===== src/rtl/mux2_rr_arbiter_pkg.sv =====
// ============================================================================
// mux2_rr_arbiter_pkg : shared state encoding for the 2-way round-robin mux arbiter
// Rev 1.0
// ============================================================================
`default_nettype none

package mux2_rr_arbiter_pkg;

  typedef enum logic [1:0] {
    ST_IDLE = 2'd0,
    ST_G0   = 2'd1,
    ST_G1   = 2'd2
  } state_t;

  // Grant state for a given requester index.
  function automatic state_t grant_state(input logic src);
    return src ? ST_G1 : ST_G0;
  endfunction

endpackage

`default_nettype wire


===== src/rtl/mux2x1_bus.sv =====
// ============================================================================
// mux2x1_bus : DATA_W-bit dataflow 2:1 mux (sel=0 -> a, sel=1 -> b)
// Rev 1.0
// ============================================================================
`default_nettype none

module mux2x1_bus #(
  parameter int DATA_W = 8
) (
  input  logic [DATA_W-1:0] a,
  input  logic [DATA_W-1:0] b,
  input  logic              sel,
  output logic [DATA_W-1:0] y
);

  assign y = sel ? b : a;

endmodule

`default_nettype wire


===== src/rtl/mux2_rr_arbiter.sv =====
// ============================================================================
// mux2_rr_arbiter : round-robin, burst-capped arbiter sharing one 2:1 mux
// between two valid/ready requesters, with a single-entry output register.
// Rev 1.0
// ============================================================================
`default_nettype none

module mux2_rr_arbiter
  import mux2_rr_arbiter_pkg::*;
#(
  parameter int DATA_W    = 8,
  parameter int MAX_BURST = 4
) (
  input  logic              clk,
  input  logic              rst,
  input  logic              i0_valid,
  input  logic [DATA_W-1:0] i0_data,
  output logic              i0_ready,
  input  logic              i1_valid,
  input  logic [DATA_W-1:0] i1_data,
  output logic              i1_ready,
  output logic              y_valid,
  output logic [DATA_W-1:0] y_data,
  output logic              y_src,
  input  logic              y_ready,
  output logic              s
);

  localparam int               CNT_W  = $clog2(MAX_BURST + 1);
  localparam logic [CNT_W-1:0] CAP_M1 = CNT_W'(MAX_BURST - 1);

  state_t             state, state_nx;
  logic [CNT_W-1:0]   cnt, cnt_nx;
  logic               last_grant, last_nx;
  logic               y_free, acc0, acc1;
  logic [DATA_W-1:0]  mux_data;

  assign y_free   = !y_valid || y_ready;
  assign i0_ready = (state == ST_G0) && y_free;
  assign i1_ready = (state == ST_G1) && y_free;
  assign acc0     = i0_valid && i0_ready;
  assign acc1     = i1_valid && i1_ready;

  mux2x1_bus #(.DATA_W(DATA_W)) u_mux (
    .a   (i0_data),
    .b   (i1_data),
    .sel (s),
    .y   (mux_data)
  );

  always_comb begin
    state_nx = state;
    cnt_nx   = cnt;
    last_nx  = last_grant;
    unique case (state)
      ST_IDLE: begin
        if (i0_valid && i1_valid) state_nx = grant_state(!last_grant);
        else if (i0_valid)        state_nx = ST_G0;
        else if (i1_valid)        state_nx = ST_G1;
      end
      ST_G0: begin
        // A valid drop ends the tenure even while the output is stalled.
        if (!i0_valid) begin
          state_nx = i1_valid ? ST_G1 : ST_IDLE;
          cnt_nx   = '0;
          last_nx  = 1'b0;
        end else if (acc0) begin
          if (cnt == CAP_M1) begin
            cnt_nx  = '0;
            last_nx = 1'b0;
            if (i1_valid) state_nx = ST_G1;
          end else begin
            cnt_nx = cnt + 1'b1;
          end
        end
      end
      ST_G1: begin
        if (!i1_valid) begin
          state_nx = i0_valid ? ST_G0 : ST_IDLE;
          cnt_nx   = '0;
          last_nx  = 1'b1;
        end else if (acc1) begin
          if (cnt == CAP_M1) begin
            cnt_nx  = '0;
            last_nx = 1'b1;
            if (i0_valid) state_nx = ST_G0;
          end else begin
            cnt_nx = cnt + 1'b1;
          end
        end
      end
      default: state_nx = ST_IDLE;
    endcase
  end

  always_ff @(posedge clk) begin
    if (rst) begin
      state      <= ST_IDLE;
      cnt        <= '0;
      last_grant <= 1'b1;
      s          <= 1'b0;
      y_valid    <= 1'b0;
      y_data     <= '0;
      y_src      <= 1'b0;
    end else begin
      state      <= state_nx;
      cnt        <= cnt_nx;
      last_grant <= last_nx;
      s          <= (state_nx == ST_G1);
      if (acc0 || acc1) begin
        y_valid <= 1'b1;
        y_data  <= mux_data;
        y_src   <= s;
      end else if (y_ready) begin
        y_valid <= 1'b0;
      end
    end
  end

endmodule

`default_nettype wire


===== config.mk =====
export PLATFORM = sky130hd
export DESIGN_NAME = mux2_rr_arbiter
export DESIGN_NICKNAME = d
export VERILOG_FILES = /design/src/rtl/mux2_rr_arbiter_pkg.sv /design/src/rtl/mux2x1_bus.sv /design/src/rtl/mux2_rr_arbiter.sv
export SDC_FILE = /design/constraint.sdc
export NUM_CORES = 1
export LEC_CHECK = 0
export CAP_MARGIN = 40
export CORE_UTILIZATION = 42
export CTS_CLUSTER_DIAMETER = 80
export DETAILED_ROUTE_END_ITERATION = 6
export GPL_ROUTABILITY_DRIVEN = 0
export PLACE_DENSITY_LB_ADDON = 0.12
export SYNTH_ARGS = -nofsm -noshare
export SYNTH_HDL_FRONTEND = slang
export SYNTH_SLANG_ARGS = --single-unit

===== constraint.sdc =====
create_clock -name clk -period 2.2 [get_ports clk]
set_clock_uncertainty 0.2 [all_clocks]
set_input_delay 0.33 -clock clk [delete_from_list [all_inputs] [get_ports clk]]
set_output_delay 0.33 -clock clk [all_outputs]
set_load 0.005 [all_outputs]

==> results of run 1 <==
==> metrics by stage <==
step           instance area (um^2)  power [W]  setup slack (ns)   util  instances
4_1_cts                        1270   0.000701            0.0466  0.696        150
6_report                       1270   0.000697            0.0575  0.696        150
3_5_place_dp                   1240   0.000533            0.0613  0.679        146
5_1_grt                        1270   0.000730           0.00325  0.696        150
3_3_place_gp                   1240   0.000528             0.125  0.679        146
2_1_floorplan                   856   0.000437             0.538      -         88
==> sequential cells by signal, summed over array words and instances, names as in the netlist <==
name        cells
cnt             3
s               1
last_grant      1
y_src           1
y_data          8
y_valid         1
state           2
==> final timing paths <==
| path | from | to | slack [ns] |
|---|---|---|---|
| max | state[1] | i1_ready | 0.06 |
| max reg2reg | cnt[0] | s | 0.29 |
| min reg2reg | cnt[1] | cnt[1] | 0.27 |
| min | cnt[1] | cnt[1] | 0.27 |
==> logic make-up (layout without fill, tap and decap cells) <==
group	after synthesis	after routing
AO/OA/AOI/OAI	24	24
buffers and inverters	6	43
flip-flops	17	17
AND/OR/NAND/NOR	29	29
adder cells (fa/ha/maj)	1	1
multiplexers	11	11
==> cells in the mapped netlist, drive strengths merged <==
cell,number,area (um^2)
a221oi,3,26.3
a22o,1,8.76
and3b,1,8.76
a221o,1,10.0
o22ai,1,12.5
clkbuf,1,3.75
nor2,10,37.5
o31ai,1,7.51
buf,5,35.0
dfxtp,17,340
mux2i,11,114
nor2b,2,20.0
o21ai,2,10.0
or4,1,7.51
a21oi,3,15.0
nand3,1,5.00
o22a,1,8.76
a31o,1,8.76
nand2b,3,18.8
and2b,1,7.51
ha,1,12.5
a21boi,1,11.3
nand2,4,15.0
a21o,1,7.51
and2,3,18.8
nand3b,2,15.0
a211oi,8,60.1
or4b,1,10.0
==> final cells by class <==
cell class	count	area share
multi-input cells	65	0.376
clock inverters	1	0.00395
flip-flops and latches	17	0.271
repair buffers	39	0.306
well taps	25	0.0247
clock buffers	3	0.0178
==> worst max-delay path: stages, from the launching register on <==
cell	delay (ns)
dfxtp_2	0.45
nor2b_4	0.23
and2_1	0.14
clkdlybuf4s50_1	0.49
==> power by group through the flow <==
stage                     Sequential, W  Combinational, W  Clock [W]
after floorplan                0.000347         0.0000899          0
after global placement         0.000352          0.000175          0
after detailed placement       0.000353          0.000180          0
after CTS                      0.000347          0.000181   0.000173
after global routing           0.000349          0.000196   0.000184
final                          0.000347          0.000179   0.000171
==> metal layers <==
metal	vias to the layer above	global-route usage	routed length, um
met3	2	0.0462	102
li1	403	-	-
met5	-	0	0
met4	0	0.0857	19
met1	374	0.230	794
met2	28	0.350	1060
==> what timing repair did <==
item | 4_1_cts | 5_1_grt
endpoints found under the setup margin | 2 | 0
resized for setup | 2 | 0
hold buffers | 0 | 0
buffers inserted | 0 | 0
==> results.json, run 1 <==
{
  "outcome": "finished clean",
  "path_max_fanout": 10,
  "power_frac_comb": 0.257,
  "seq_power_share": 0.498,
  "period_share": 0.974,
  "drc": 0,
  "core.rowCount": 15,
  "tritoncts": "built",
  "fp.coreArea_um2": 1820,
  "ys_types": 33,
  "synthCells": 88,
  "cp.required_ns": 1.67,
  "final_max_slew_viol_count": 0,
  "synth_warnings": 0,
  "r2r_cells": 5,
  "max-slew-margin-rel": 0.709,
  "power.density_nw_per_um2": 550,
  "fillers": 154,
  "nNetsFinal": 148,
  "place_hpwl_um": 1510,
  "n_antenna_cell": 0,
  "gr-usage-all-layers": 0.199,
  "p_int_w": 0.000511,
  "drive_gt1_frac": 0.136,
  "areaGrowthSynthToFinish_pct": 48.0,
  "seq_area_um2": 343,
  "syn_area_per_cell_um2": 9.73,
  "hold_path_class": "reg2reg",
  "fmax_mhz": 467,
  "synth_simple_gate_area_share": 0.192,
  "wl_per_cell_um": 13.2,
  "grt_pass1_vias": 710,
  "whs_ns": 0.269,
  "mostFrequentLayoutCells": "33 x clkdlybuf4s50_1, 15 x dfxtp_1, 10 x mux2i_1, 10 x nor2_1, 8 x a211oi_1",
  "layout_commonest_cell": "clkdlybuf4s50_1",
  "worstSetupEndpointType": "output port",
  "p_clk_frac": 0.245,
  "synth_top_family_by_area": "compound AO/OA/AOI/OAI gates",
  "setup-tns-final_ns": 0,
  "clock-sinks": 17,
  "placement.io_buffers": 33,
  "synthMuxAreaShare": 0.133,
  "die_w_um": 47.1,
  "dieHeight_um": 47.1,
  "die_area_um2": 2220,
  "seq_area_frac_synth": 0.398,
  "drv_cap": 0,
  "dr.pass1.iters": 4,
  "synth_nets": 110,
  "ant_nets": 0,
  "initial_core_util": 0.470,
  "root_buffer": "clkbuf_4",
  "rsz0062_at_grt": "false",
  "cp.arrival_ns": 1.61,
  "hold_depth": 2,
  "clock_latency_ns": 0.30,
  "worstSetupPathType": "reg2out",
  "cts_made_buffers": 3,
  "io-pin-count": 34,
  "ys_ff_latch": 17,
  "p_leak_nw": 0.464,
  "antenna_found_initial": 0,
  "synth_compound_area_frac": 0.218,
  "tightest_slew_ns": 0.436,
  "yosys.area_share.xor_xnor": 0,
  "finalHoldViolCount": 0,
  "grt_max_degree": 18,
  "dr.first_iter.drc_count": 20,
  "ir_drop_uv": 383,
  "wl_um": 1980,
  "multi_input_area_um2": 477,
  "p_switching_w": 0.000186,
  "grt_overflow": 0,
  "critPathLaunchType": "flip-flop",
  "clk_pin_slew_ns": 0.11,
  "synthAdderAreaFrac": 0.0146,
  "grt_pass1_wl_um": 3020,
  "h-tree-depth": 1,
  "swShare": 0.267,
  "syn_area_um2": 856,
  "final-setup-viol-count": 0,
  "viasPerCell": 5.38,
  "clock_path_buffers": 2,
  "vias": 807,
  "layout_min_cycle_time_ns": 2.14
}
Power figures use the tool's default switching activity.
==> run 2: changes to the inputs <==
- CTS_BUF_LIST: default -> sky130_fd_sc_hd__clkbuf_16
==> run 2 against run 1 <==
  * Wire length up 8.3%
  * Non-clock buffer count unchanged
  * Fmax up 2.1%
  * Sequential share of layout area down 1.1 points
  * Cell area up 4.2%
  * Via count up 2.7%
  * Setup slack better by 0.043 ns
  * Die area unchanged
  * Sequential power about the same
==> results.json, run 2 (synthesis gave the netlist of run 1 again) <==
{
  "cpPeakStageDelay_ns": 0.50,
  "vias": 829,
  "wl_per_cell_um": 14.3,
  "largest_reg_flops": 8,
  "place_hpwl_um": 1510,
  "reg_top3": "y_data x8, cnt x3, state x2",
  "highest_layer": "met4",
  "outcome": "finished clean",
  "rr_endpoint": "s",
  "path_cells": "nor2b_4, and2_1, clkdlybuf4s50_1",
  "grt_pass1_vias": 769,
  "clock_latency_ns": 0.25,
  "r2r_slack_ns": 0.23,
  "worstSetupEndpointType": "output port",
  "die_w_um": 47.1,
  "tritoncts": "built",
  "dr.pass1.iters": 4,
  "hold_path_class": "reg2reg",
  "r2r-start": "cnt[0]",
  "mostFrequentLayoutCells": "33 x clkdlybuf4s50_1, 15 x dfxtp_1, 10 x mux2i_1, 10 x nor2_1, 8 x a211oi_1",
  "rsz0062_at_grt": "false",
  "cp.arrival_ns": 1.57,
  "drv_cap": 0,
  "areaGrowthSynthToFinish_pct": 54.1,
  "placement.io_buffers": 33,
  "drc": 0,
  "cp.required_ns": 1.67,
  "core.rowCount": 15,
  "n_antenna_cell": 0,
  "crit_slowest_cell": "clkdlybuf4s50_1",
  "post-cts-setup-buffers": 0,
  "gr-usage-all-layers": 0.212,
  "tightest_slew_ns": 0.475,
  "grt_overflow": 0,
  "worstSetupPathType": "reg2out",
  "crit_start": "state[1]",
  "setup-tns-final_ns": 0,
  "ir_drop_uv": 588,
  "io-pin-count": 34,
  "hold_end": "cnt[1]",
  "r2r_cells": 5,
  "viasPerCell": 5.53,
  "hold_depth": 2,
  "root_buffer": "clkbuf_16",
  "ant_nets": 0,
  "clock-sinks": 17,
  "antenna_found_initial": 0,
  "top_register": "y_data",
  "layout_commonest_cell": "clkdlybuf4s50_1",
  "path_max_fanout": 10,
  "power.density_nw_per_um2": 680,
  "dr.first_iter.drc_count": 20,
  "critPathLaunchType": "flip-flop",
  "clk_pin_slew_ns": 0.05,
  "final_max_slew_viol_count": 0,
  "initial_core_util": 0.470,
  "grt_max_degree": 18,
  "finalHoldViolCount": 0,
  "dieHeight_um": 47.1,
  "fp.coreArea_um2": 1820,
  "final-setup-viol-count": 0,
  "hold_start": "cnt[1]",
  "stdcell_count": 150,
  "met3_length_um": 131,
  "wl_met2_um": 1140,
  "wl_met1_um": 860,
  "grt_pass1_wl_um": 3240,
  "layout_min_cycle_time_ns": 2.10,
  "p_leak_nw": 0.487,
  "cts_made_buffers": 3,
  "period_share": 0.954,
  "wl_um": 2140,
  "fmax_mhz": 476,
  "placedCellCount": 146,
  "nNetsFinal": 148,
  "drive_gt1_frac": 0.136,
  "die_area_um2": 2220,
  "clock_path_buffers": 2,
  "h-tree-depth": 1,
  "max-slew-margin-rel": 0.683
}
==> run 2: changes by cell type in the layout (fill, tap and decap cells not counted) <==
cell | previous run | this run
clkbuf_4 | 3 | 0
clkbuf_16 | 0 | 3
==> run 2: metal layers <==
layer  up-vias  GRT usage
met1       389      0.245
met2        36      0.375
met5         -          0
met4         0     0.0857
li1        402          -
met3         2     0.0500
==> run 2: cell type report <==
type	count	area [um^2]
fill	142	502
multi-input combinational	65	477
timing repair buffer	39	388
sequential	17	343
clock buffer	3	75.1
tap	25	31.3
clock inverter	1	5.00
==> run 2: how the worst max path moves through the flow <==
stage / endpoint / slack (ns) / depth (start not counted)
global route: i1_ready / 0.06 / 3
detailed placement: cnt[1] / 0.06 / 5
global placement: cnt[1] / 0.12 / 5
CTS: i0_ready / 0.03 / 3
floorplan: cnt[1] / 0.54 / 5
finish: i1_ready / 0.10 / 3
==> run 2: critical path, delay by kind of cell (launching register included) <==
family	cells	cell delay, ns
buffers and inverters	1	0.50
DFF	1	0.43
and+or+nand+nor	2	0.40
==> run 2: power by group <==
part           switching [W]  leakage (nW)  internal [W]  total, W
Combinational      0.0000685         0.306      0.000113  0.000182
Sequential         0.0000177         0.140      0.000330  0.000348
Clock               0.000124        0.0409      0.000243  0.000367
==> run 2: metrics by stage <==
stage	setup slack, ns	hold WS, ns	power, W	area, um^2	utilization
2_1_floorplan	0.538	0.203	0.000437	856	-
3_3_place_gp	0.125	0.249	0.000528	1240	0.679
3_5_place_dp	0.0613	0.258	0.000533	1240	0.679
4_1_cts	0.0320	0.266	0.000895	1320	0.724
5_1_grt	0.0643	0.297	0.000932	1320	0.724
6_report	0.101	0.264	0.000897	1320	0.724
==> run 2: what timing repair did <==
action / in CTS / in global routing
resized for setup: 1 / 1
hold buffers: 0 / 0
endpoints found under the hold margin: 0 / 0
endpoints found under the setup margin: 1 / 1
==> run 3: changes to the inputs <==
- SKIP_CTS_REPAIR_TIMING: default -> 1
==> results of run 3 <==
Same layout as run 2: the final DEF is identical, and so are final timing and power.
==> variant, RTL diff (settings of run 3) <==
Change the parameter `MAX_BURST` from 4 to 16.
--- a/src/rtl/mux2_rr_arbiter.sv
+++ b/src/rtl/mux2_rr_arbiter.sv
@@ -11,3 +11,3 @@
   parameter int DATA_W    = 8,
-  parameter int MAX_BURST = 4
+  parameter int MAX_BURST = 16
 ) (
Check against the original RTL: not equivalent (a bounded check fails within 10 cycles, from zero or initial values and one cycle with rst high).
==> variant against run 3 <==
Synthesized area up 13%; combinational power is 13% lower; maximum frequency about the same; setup slack improved by 0.0013 ns; core utilization decreased by 3.4 points; design area grew 8.0%; sequential cell count increased by 2; routed wire length fell by 4.1%; power about the same; sequential power up 7.5%; die area up 12%.
==> variant: results (changes against run 3) <==
status -> finished clean (unchanged)
pin count of the biggest net entering global routing -> 18 (unchanged)
Slew @ Worst Pin -> 0.411 ns (was 0.475 ns)
Async S/R FF share, synth -> 0 (unchanged)
Critical Path AT -> 1.57 ns (about the same)
M1 GR Usage -> 0.210 (was 0.245)
DP Area -> 0.00134 sq mm (was 0.00124 sq mm)
sequential fraction of the synthesis area -> 0.394 (was 0.398)
top cells by count, synth -> dfxtp_1, nor2_1, a211oi_1, mux2i_1, a21oi_1 (was dfxtp_1, mux2i_1, nor2_1)
Syn Nets -> 130 (was 110)
initial drt markers -> 17 (was 20)
Synth top area share -> 0.394 (was 0.398)
initial antenna violation count -> 0 (unchanged)
antenna cells -> 0 (unchanged)
hold_sp -> cnt[1] (unchanged)
post-DR wirelength/cell -> 11.9 um (was 14.3 um)
final wirelength -> 2.05 mm (was 2.14 mm)
CTS max path bufs -> 2 (unchanged)
clock buffer count from CTS -> 3 (unchanged)
ratio of cells with drive above 1 in the final layout -> 0.110 (was 0.136)
Detailed Place HPWL -> 1.50 mm (was 1.51 mm)
Synth Area in Compound Gates -> 0.206 (was 0.218)
root buf cell -> clkbuf_16 (unchanged)
reg-to-reg slack, setup -> 0.24 ns
synth top area cells -> dfxtp_1, mux2i_1, a211oi_1 (unchanged)
reg2reg start -> cnt[0] (unchanged)
VDD IR max -> 0.000472 V (was 0.000588 V)
Finish-stage setup viols -> 0 (unchanged)
Gate Count Post-Synth -> 108 (was 88)
vias in the first global route -> 793 (was 769)
LEAKAGE -> 0.519 nW (was 0.487 nW)
Post-Place Setup Slack -> 0.0417 ns (was 0.0613 ns)
GRT met2 Usage -> 0.297 (was 0.375)
vias -> 896 (was 829)
Cell variety after synth -> 33 (unchanged)
number of port buffers -> 33 (unchanged)
first-pass GRT wire length -> 3.26 mm (was 3.24 mm)
drt pass-1 iters -> 4 (unchanged)
global routing usage on met3 -> 0.0340 (was 0.0500)
Reg clk slew, reported paths -> 0.05 ns (about the same)
Synth Area in Adders -> 0.0130 (was 0.0146)
mux contribution to synthesized area -> 0.132 (was 0.133)
Hold Crit Class -> register to register (unchanged)
Nets -> 168 (was 148)
worst setup path startpoint -> state[1] (unchanged)
Top Registers -> y_data (8), cnt (5), state (2) (was y_data (8), cnt (3), state (2))
final hold slack -> 0.274 ns (was 0.264 ns)
Switching Share -> 0.219 (was 0.234)
Worst-Skew Late Latency -> 0.25 ns (about the same)
Tot GR Track Use -> 0.174 (was 0.212)
H-tree lvl count -> 1 (unchanged)
fmax -> 477 MHz (was 476 MHz)
Ys Warns -> 0 (unchanged)
largest fanout on the critical path -> 11 (was 10)
Synth Area in XOR/XNOR -> 0 (unchanged)
-- variant: cell types whose count changed after synthesis, sizes merged, moves of 3 or more --
cell and change:
inv +3, and2 -3, a21oi +6, mux2 +3, nor2 +5
-- variant: critical path, stage by stage (launching register included) --
cell and delay, ns:
dfxtp_1 0.51, nand2b_1 0.19, nor2_1 0.12, clkdlybuf4s50_1 0.50
-- variant: final timing paths --
| path | end | cells after the start |
|---|---|---|
| max | i1_ready | 3 |
| min | cnt[1] | 2 |
| max reg2reg | state[0] | 5 |
| min reg2reg | cnt[1] | 2 |
-- variant: logic make-up (layout without fill, tap and decap cells) --
family,after synthesis,count (layout)
buffers and inverters,10,47
DFF,19,19
and+or+nand+nor,38,38
muxes,12,12
adders and majority gates,1,1
AOI/OAI and AO/OA,28,28
-- variant: final cells by class --
class                      count  area [sq um]
multi-input combinational     79           537
timing repair buffer          40           383
clock buffer                   3          75.1
fill                         176           638
clock inverter                 1          3.75
tap                           27          33.8
inverter                       3          11.3
sequential                    19           380
-- variant: metal layers --
metal	wire [um]	share of wire	vias to the layer above
met5	0	0	-
met4	21	0.010	0
met3	96	0.047	2
met2	992	0.48	21
met1	940	0.46	405
li1	-	-	468
-- variant: per-stage QoR --
stage	total power, W	util
floorplan	0.000457	-
global placement	0.000538	0.651
detailed placement	0.000540	0.651
CTS	0.000909	0.689
global route	0.000937	0.691
finish	0.000897	0.691
-- variant: power by group through the flow --
stage	sequential (W)	clock (W)	combinational [W]
after floorplan	0.000380	0	0.0000775
after global placement	0.000381	0	0.000156
after detailed placement	0.000382	0	0.000159
after CTS	0.000374	0.000375	0.000160
after global routing	0.000377	0.000386	0.000174
final	0.000374	0.000364	0.000159
